## src/rtl/div_pkg.sv

```systemverilog
// Shared definitions for the serial excess-3 digit divider: default
// parameters, the controller state encoding and the excess-3 decoder.
package div_pkg;

    localparam int DEF_N_DIG   = 4;
    localparam int DEF_DIV_IDX = 1;
    localparam int DEF_Q_W     = 10;

    typedef enum logic [2:0] {
        ST_IDLE = 3'd0,
        ST_IN   = 3'd1,
        ST_CONV = 3'd2,
        ST_DIV  = 3'd3,
        ST_OUT  = 3'd4
    } state_t;

    // Codes 0011..1100 map to 0..9; any other code is treated as digit 0.
    function automatic logic [3:0] xs3_decode(input logic [3:0] code);
        logic [3:0] digit;
        if (code >= 4'd3 && code <= 4'd12) begin
            digit = code - 4'd3;
        end else begin
            digit = 4'd0;
        end
        return digit;
    endfunction

endpackage

```

## src/rtl/serial_digit_divider_if.sv

```systemverilog
// Digit-in / serial-result-out bus of the serial digit divider.
interface serial_digit_divider_if;

    logic       in_valid;
    logic [3:0] in_data;
    logic       mode;
    logic       out_valid;
    logic       out_data;
    logic       out_err;

    modport master (
        output in_valid, in_data, mode,
        input  out_valid, out_data, out_err
    );

    modport slave (
        input  in_valid, in_data, mode,
        output out_valid, out_data, out_err
    );

endinterface

```

## src/rtl/digit_sorter.sv

```systemverilog
// N_DIG-entry digit register kept in descending order. Each load inserts
// one decoded digit behind every stored digit that is >= it, so equal
// digits keep their arrival order. A first-digit load restarts the list.
module digit_sorter #(
    parameter int N_DIG = 4
) (
    input  logic                    clk,
    input  logic                    rst,
    input  logic                    i_load,
    input  logic                    i_first,
    input  logic [3:0]              i_digit,
    output logic [N_DIG-1:0][3:0]   o_digits
);

    logic [N_DIG-1:0][3:0] r_digits;
    logic [N_DIG-1:0][3:0] w_next;
    logic [N_DIG-1:0]      w_ge;

    // Insertion position: entries >= the new digit stay, the first smaller
    // slot takes the new digit, everything after shifts down by one.
    always_comb begin
        // NOTE: every combinational output gets a default before any branch so no latch can be inferred.
        w_next = r_digits;
        for (int i = 0; i < N_DIG; i++) begin
            w_ge[i] = (r_digits[i] >= i_digit);
        end
        w_next[0] = w_ge[0] ? r_digits[0] : i_digit;
        for (int i = 1; i < N_DIG; i++) begin
            if (w_ge[i]) begin
                w_next[i] = r_digits[i];
            end else if (w_ge[i-1]) begin
                w_next[i] = i_digit;
            end else begin
                w_next[i] = r_digits[i-1];
            end
        end
    end

    // Digit array register: restart on the first digit, insert otherwise.
    always_ff @(posedge clk) begin
        if (rst) begin
            // NOTE: the digit array is a handful of flops rather than a RAM, so it is cleared by reset like any other state.
            r_digits <= '0;
        end else if (i_load) begin
            // NOTE: non-blocking assignment on all clocked state so every flop samples pre-edge values.
            if (i_first) begin
                r_digits <= {{(N_DIG-1){4'd0}}, i_digit};
            end else begin
                r_digits <= w_next;
            end
        end
    end

    assign o_digits = r_digits;

endmodule

```

## src/rtl/serial_digit_divider.sv

```systemverilog
// Collects N_DIG excess-3 digits, sorts them, builds a decimal dividend
// from all sorted digits except the one at DIV_IDX (the divisor), runs a
// restoring division and shifts the quotient or remainder out MSB first.
module serial_digit_divider
    import div_pkg::*;
#(
    parameter int N_DIG   = DEF_N_DIG,
    parameter int DIV_IDX = DEF_DIV_IDX,
    parameter int Q_W     = DEF_Q_W
) (
    input  logic                  clk,
    input  logic                  rst,
    serial_digit_divider_if.slave bus
);

    localparam int CNT_W = $clog2(Q_W + 1);
    localparam int IDX_W = $clog2(N_DIG);

    state_t                r_state;
    state_t                w_next_state;
    logic [CNT_W-1:0]      r_cnt;
    logic [CNT_W-1:0]      w_next_cnt;
    logic                  w_capture;
    logic                  w_first;
    logic                  r_mode;

    logic [N_DIG-1:0][3:0] w_sorted;
    logic [3:0]            w_digit_in;
    logic [IDX_W-1:0]      w_sel;
    logic [3:0]            w_conv_digit;
    logic [3:0]            w_divisor;
    logic                  w_div_zero;

    logic [Q_W-1:0]        r_acc;
    logic [4:0]            r_rem;
    logic [Q_W-1:0]        w_horner;
    logic [4:0]            w_trial;
    logic                  w_sub;
    logic [4:0]            w_rem_next;
    logic [Q_W-1:0]        w_quo_next;
    logic [Q_W-1:0]        w_result;

    logic [Q_W-1:0]        r_res;
    logic                  r_err;
    logic                  r_out_valid;
    logic                  r_out_data;
    logic                  r_out_err;

    assign w_digit_in = xs3_decode(bus.in_data);

    digit_sorter #(
        .N_DIG (N_DIG)
    ) u_sorter (
        .clk      (clk),
        .rst      (rst),
        .i_load   (w_capture),
        .i_first  (w_first),
        .i_digit  (w_digit_in),
        .o_digits (w_sorted)
    );

    // Next state, phase counter and digit-capture strobes.
    always_comb begin
        w_next_state = r_state;
        w_next_cnt   = r_cnt + CNT_W'(1);
        w_capture    = 1'b0;
        w_first      = 1'b0;
        unique case (r_state)
            ST_IDLE: begin
                w_next_cnt = '0;
                if (bus.in_valid) begin
                    w_capture    = 1'b1;
                    w_first      = 1'b1;
                    w_next_state = ST_IN;
                    w_next_cnt   = CNT_W'(1);
                end
            end
            ST_IN: begin
                if (!bus.in_valid) begin
                    w_next_state = ST_IDLE;
                    w_next_cnt   = '0;
                end else begin
                    w_capture = 1'b1;
                    if (r_cnt == CNT_W'(N_DIG - 1)) begin
                        w_next_state = ST_CONV;
                        w_next_cnt   = '0;
                    end
                end
            end
            ST_CONV: begin
                if (r_cnt == CNT_W'(N_DIG - 2)) begin
                    w_next_state = ST_DIV;
                    w_next_cnt   = '0;
                end
            end
            ST_DIV: begin
                if (r_cnt == CNT_W'(Q_W - 1)) begin
                    w_next_state = ST_OUT;
                    w_next_cnt   = '0;
                end
            end
            ST_OUT: begin
                if (r_cnt == CNT_W'(Q_W - 1)) begin
                    if (bus.in_valid) begin
                        w_capture    = 1'b1;
                        w_first      = 1'b1;
                        w_next_state = ST_IN;
                        w_next_cnt   = CNT_W'(1);
                    end else begin
                        w_next_state = ST_IDLE;
                        w_next_cnt   = '0;
                    end
                end
            end
            default: begin
                w_next_state = ST_IDLE;
                w_next_cnt   = '0;
            end
        endcase
    end

    // State, counter and batch mode registers.
    always_ff @(posedge clk) begin
        if (rst) begin
            r_state <= ST_IDLE;
            r_cnt   <= '0;
            r_mode  <= 1'b0;
        end else begin
            r_state <= w_next_state;
            r_cnt   <= w_next_cnt;
            if (w_first) begin
                r_mode <= bus.mode;
            end
        end
    end

    // Sorted-digit index used by the CONV step: walk upward, skipping the divisor slot.
    always_comb begin
        if (int'(r_cnt) < DIV_IDX) begin
            w_sel = IDX_W'(r_cnt);
        end else begin
            w_sel = IDX_W'(r_cnt + CNT_W'(1));
        end
    end

    assign w_conv_digit = w_sorted[w_sel];
    assign w_divisor    = w_sorted[DIV_IDX];
    assign w_div_zero   = (w_divisor == 4'd0);

    // Horner step acc*10 + digit; the dividend always fits Q_W bits.
    assign w_horner = (r_acc << 3) + (r_acc << 1) + {{(Q_W-4){1'b0}}, w_conv_digit};

    // Restoring step: shift the next dividend bit into the partial remainder.
    // A set remainder top bit would already exceed any single-digit divisor.
    assign w_trial    = {r_rem[3:0], r_acc[Q_W-1]};
    assign w_sub      = r_rem[4] | (w_trial >= {1'b0, w_divisor});
    assign w_rem_next = w_sub ? (w_trial - {1'b0, w_divisor}) : w_trial;
    assign w_quo_next = {r_acc[Q_W-2:0], w_sub};
    assign w_result   = w_div_zero ? {Q_W{1'b1}}
                      : (r_mode ? {{(Q_W-5){1'b0}}, w_rem_next} : w_quo_next);

    // Dividend/quotient shift register, partial remainder and result latch.
    always_ff @(posedge clk) begin
        if (rst) begin
            r_acc <= '0;
            r_rem <= '0;
            r_res <= '0;
            r_err <= 1'b0;
        end else begin
            unique case (r_state)
                ST_CONV: begin
                    r_acc <= w_horner;
                    r_rem <= '0;
                end
                ST_DIV: begin
                    r_acc <= w_quo_next;
                    r_rem <= w_rem_next;
                    if (r_cnt == CNT_W'(Q_W - 1)) begin
                        r_res <= w_result;
                        r_err <= w_div_zero;
                    end
                end
                ST_OUT: begin
                    r_res <= {r_res[Q_W-2:0], 1'b0};
                end
                default: begin
                    r_acc <= '0;
                    r_rem <= '0;
                end
            endcase
        end
    end

    // Registered serial output; everything is forced low outside OUT.
    always_ff @(posedge clk) begin
        if (rst) begin
            r_out_valid <= 1'b0;
            r_out_data  <= 1'b0;
            r_out_err   <= 1'b0;
        end else begin
            r_out_valid <= (r_state == ST_OUT);
            r_out_data  <= (r_state == ST_OUT) && r_res[Q_W-1];
            r_out_err   <= (r_state == ST_OUT) && r_err;
        end
    end

    assign bus.out_valid = r_out_valid;
    assign bus.out_data  = r_out_data;
    assign bus.out_err   = r_out_err;

endmodule

```

## src/flat_wrapper.sv

```systemverilog
// flat-port wrapper written by rule: the top's interface ports become plain ports
module serial_digit_divider_flat import div_pkg::*;
#(
    parameter int N_DIG   = DEF_N_DIG,
    parameter int DIV_IDX = DEF_DIV_IDX,
    parameter int Q_W     = DEF_Q_W
)
  (clk, rst, bus_in_valid, bus_in_data, bus_mode, bus_out_valid, bus_out_data, bus_out_err);
  serial_digit_divider_if bus_i ();
  input  logic clk;
  input  logic rst;
  input wire logic [$bits(bus_i.in_valid)-1:0] bus_in_valid;
  input wire logic [$bits(bus_i.in_data)-1:0] bus_in_data;
  input wire logic [$bits(bus_i.mode)-1:0] bus_mode;
  output wire logic [$bits(bus_i.out_valid)-1:0] bus_out_valid;
  output wire logic [$bits(bus_i.out_data)-1:0] bus_out_data;
  output wire logic [$bits(bus_i.out_err)-1:0] bus_out_err;
  assign bus_i.in_valid = bus_in_valid;
  assign bus_i.in_data = bus_in_data;
  assign bus_i.mode = bus_mode;
  assign bus_out_valid = bus_i.out_valid;
  assign bus_out_data = bus_i.out_data;
  assign bus_out_err = bus_i.out_err;
  serial_digit_divider #(.N_DIG(N_DIG), .DIV_IDX(DIV_IDX), .Q_W(Q_W)) u_core (.clk(clk), .rst(rst), .bus(bus_i));
endmodule
```

## config.mk

```make
export PLATFORM = sky130hd
export DESIGN_NAME = serial_digit_divider_flat
export DESIGN_NICKNAME = d
export VERILOG_FILES = /design/src/rtl/div_pkg.sv /design/src/rtl/serial_digit_divider_if.sv /design/src/rtl/digit_sorter.sv /design/src/rtl/serial_digit_divider.sv /design/src/flat_wrapper.sv
export SDC_FILE = /design/constraint.sdc
export NUM_CORES = 1
export LEC_CHECK = 0
export ABC_AREA = 0
export CAP_MARGIN = 20
export CORE_MARGIN = 5
export CORE_UTILIZATION = 37
export CTS_CLUSTER_DIAMETER = 150
export DETAILED_ROUTE_END_ITERATION = 6
export GPL_TIMING_DRIVEN = 0
export PLACE_DENSITY = 0.59
export SYNTH_ARGS = -nofsm -noshare
export SYNTH_HDL_FRONTEND = slang
export SYNTH_SLANG_ARGS = --single-unit
```

## constraint.sdc

```tcl
create_clock -name clk -period 5.32 [get_ports clk]
set_clock_uncertainty 0.2 [all_clocks]
set_input_delay 0.532 -clock clk [delete_from_list [all_inputs] [get_ports clk]]
set_output_delay 0.532 -clock clk [all_outputs]
set_load 0.02 [all_outputs]
```

==> run metrics <==
drt drc 0; LEAKAGE 1.638 nW; Hold Buf Count CTS 0; fraction of layout cells with a size suffix above 1 5.714%; placed insts 541; Int Power 0.6416 mW; maximum vdd ir drop 110.8 µV; cts repair resizes 0; largest net degree at the start of global routing 19; routed length per placed instance 15.44 µm; Horiz. Die Dim 108.2 µm; via-per-instance ratio 5.510; hold endpoint u_core.r_res[5]$_SDFFE_PP0P_; DP Wirelength 6484 µm; Reg2Reg Setup Slack 1.01 ns; count of final setup violators 0; fin. max-slew vios 0; initial antenna violation count 0; hold crit path type flop to flop; highest net fanout along the worst path 5; post-synthesis net count 453; post-place setup slack 1.010 ns; Final Hold Viols 0; MaxCap Viol Count 0; Post-Syn Area 3566 µm²; Area Overhead vs Synth 9.965%; hold slack 0.3059 ns; Final min period 4.312 ns; count of non-filler cells in the finished layout 549; sequential cell area 1061 µm²; initial DRC count 163; post-synthesis sequential area ratio 29.75%; number of synthesized flops with an enable pin 0; Hold Path Stages 2; gr usage total 15.18%; Buffers on Ports 10; Post-Syn Instances 402; slew margin rel. 28.97%; part of the cycle the worst path needs 81.05%; I/O pins 11; most frequent cells in the layout 53 x dfxtp_1, 40 x ha_1, 35 x a21oi_1; reg2reg end u_core.r_acc[9]$_SDFFE_PP0N_; WS Path Type flop to flop; root buf cell clkbuf_8; post-synthesis register bit count 53; Rows 35; RSZ-0062 raised after global routing no; worst slew pin tran 1.059 ns; PwrDens 250.7 nW/µm²; sw frac 34.73%; Final nets 470; CTS tree yes; vias after detailed routing 3,025; Worst Reg-to-Reg Cells 14; Synth Warn # 0; final core utilization 42.04%; Initial Util 38.23%; Placement Cell Area 3827 µm²; fmax 231.9 MHz; fraction of registers with async set/reset 0%; die area 11,700 µm²; WP data required 5.33 ns; CTS sink count 53; Logic pwr share 31.3%; Top FF cell, synth dfxtp_1; Tot Pwr 0.9830 mW; Final Cell Area 3921 µm²; clock share of power 24.9%; count of cell types in the netlist 63; Post-CTS Setup Repair Bufs 0; Detail Route Antenna Nets 0; clock slew at reported path FFs 0.11 ns; fillcell total 948; most common cell after layout, fill and taps aside dfxtp_1; R2R Path Start u_core.r_cnt[0]$_SDFF_PP0_; first-pass GRT wire length 14,340 µm; final setup margin 1.008 ns; core area 9328 µm²; Critical Path AT 4.32 ns; drt total wl 8476 µm; worst-skew pair later-pin latency 0.32 ns; Critical Path End Type flop; Die H 108.2 µm; switching power 0.3414 mW; DRT Pass-1 Iters 4; GP Congestion 0.8325; ANT cells 0; CTS max path bufs 2; total negative slack 0 ns; Synth Area per Inst 8.870 µm²; H-tree level count 2; Reg power frac 43.8%; Hold Path Origin u_core.r_res[5]$_SDFFE_PP0P_; CTS Buf Count 5; number of global-route vias before repair 2,934; crit start category flop; Multi-input gate area 2347 µm²; GRT overflow 0; run status finished clean
[layer usage]
| layer | GRT usage (%) | vias up | wire [µm] | share of wire [%] |
|---|---|---|---|---|
| met5 | 0 | - | 0 | 0 |
| met2 | 25.62 | 65 | 4003 | 47 |
| li1 | - | 1506 | - | - |
| met1 | 20.32 | 1444 | 4043 | 48 |
| met3 | 2.209 | 10 | 347 | 4.1 |
| met4 | 3.968 | 0 | 81 | 0.96 |
[cell usage after synthesis (3+ instances only)]
cell type | instances | share of area (%)
o21ai_1 | 7 | 0.98
or2_2 | 3 | 0.53
a22oi_1 | 10 | 2.1
dfxtp_1 | 53 | 30
nor2_1 | 32 | 3.4
o21a_1 | 3 | 0.63
o21ai_0 | 30 | 4.2
a211oi_1 | 4 | 0.84
and3_1 | 5 | 0.88
clkbuf_1 | 7 | 0.74
xnor2_1 | 9 | 2.2
inv_1 | 27 | 2.8
mux2i_1 | 19 | 5.3
nand3_1 | 5 | 0.70
ha_1 | 40 | 14
nand2_1 | 14 | 1.5
a21o_1 | 3 | 0.63
a2111o_1 | 3 | 0.95
nor4_1 | 6 | 1.1
nor3_1 | 3 | 0.42
nor2b_1 | 3 | 0.53
nand2b_1 | 13 | 2.3
nand3b_1 | 9 | 1.9
fa_1 | 3 | 1.7
o221ai_1 | 4 | 0.98
xor2_1 | 4 | 0.98
a21oi_1 | 35 | 4.9
[power by group through the flow]
stage               clock network [mW]  registers [mW]  logic, mW
floorplan                            0           0.432      0.240
global placement                     0           0.439      0.298
detailed placement                   0           0.440      0.304
CTS                              0.253           0.431      0.307
global route                     0.271           0.433      0.343
finish                           0.245           0.431      0.307
[critical path: stages, from the launching register on]
cell      delay [ns]
dfxtp_1         0.37
inv_1           0.13
ha_1            0.15
or3b_2          0.48
mux2i_1         0.46
mux4_1          0.62
inv_1           0.11
fa_1            0.41
inv_1           0.11
ha_1            0.25
a211oi_1        0.25
o31ai_1         0.16
o31ai_1         0.26
xnor2_1         0.16
o21ai_0         0.10
[state kept, by name (all words and copies together), names as in the netlist]
name / cells
u_core.r_acc: 10
u_core.r_state: 3
u_core.bus.out_valid: 1
u_core.bus.out_err: 1
u_core.r_res: 10
u_core.r_err: 1
u_core.r_cnt: 4
u_core.r_mode: 1
u_core.u_sorter.o_digits: 16
u_core.bus.out_data: 1
u_core.r_rem: 5
[cells by family after synthesis]
family | synth area share (%)
xor+xnor | 3.193
simple gates | 16.67
compound gates | 22.81
buf+inv | 4.421
fa+ha+maj | 15.72
mux | 7.438
flops | 29.75
[cell type report]
cell class              count  area share, %
plain buffers              12          1.436
clock buffers               5          1.755
clock inverters             3         0.6382
inverters                  27          2.585
multi-input cells         310          59.86
flip-flops and latches     53          27.06
well taps                 129          4.116
repair buffers             10          2.553
[how the worst max path moves through the flow]
stage | startpoint | end | slack, ns | cells after the start
6_report | u_core.r_cnt[0]$_SDFF_PP0_ | u_core.r_acc[9]$_SDFFE_PP0N_ | 1.01 | 14
3_5_place_dp | u_core.r_cnt[0]$_SDFF_PP0_ | u_core.r_acc[9]$_SDFFE_PP0N_ | 1.01 | 14
2_1_floorplan | u_core.r_cnt[0]$_SDFF_PP0_ | u_core.r_acc[9]$_SDFFE_PP0N_ | 1.37 | 14
4_1_cts | u_core.r_cnt[0]$_SDFF_PP0_ | u_core.r_acc[9]$_SDFFE_PP0N_ | 0.99 | 14
3_3_place_gp | u_core.r_cnt[0]$_SDFF_PP0_ | u_core.r_acc[9]$_SDFFE_PP0N_ | 1.04 | 14
5_1_grt | u_core.r_cnt[0]$_SDFF_PP0_ | u_core.r_acc[9]$_SDFFE_PP0N_ | 0.77 | 14
(Power assumes the default switching activity.)
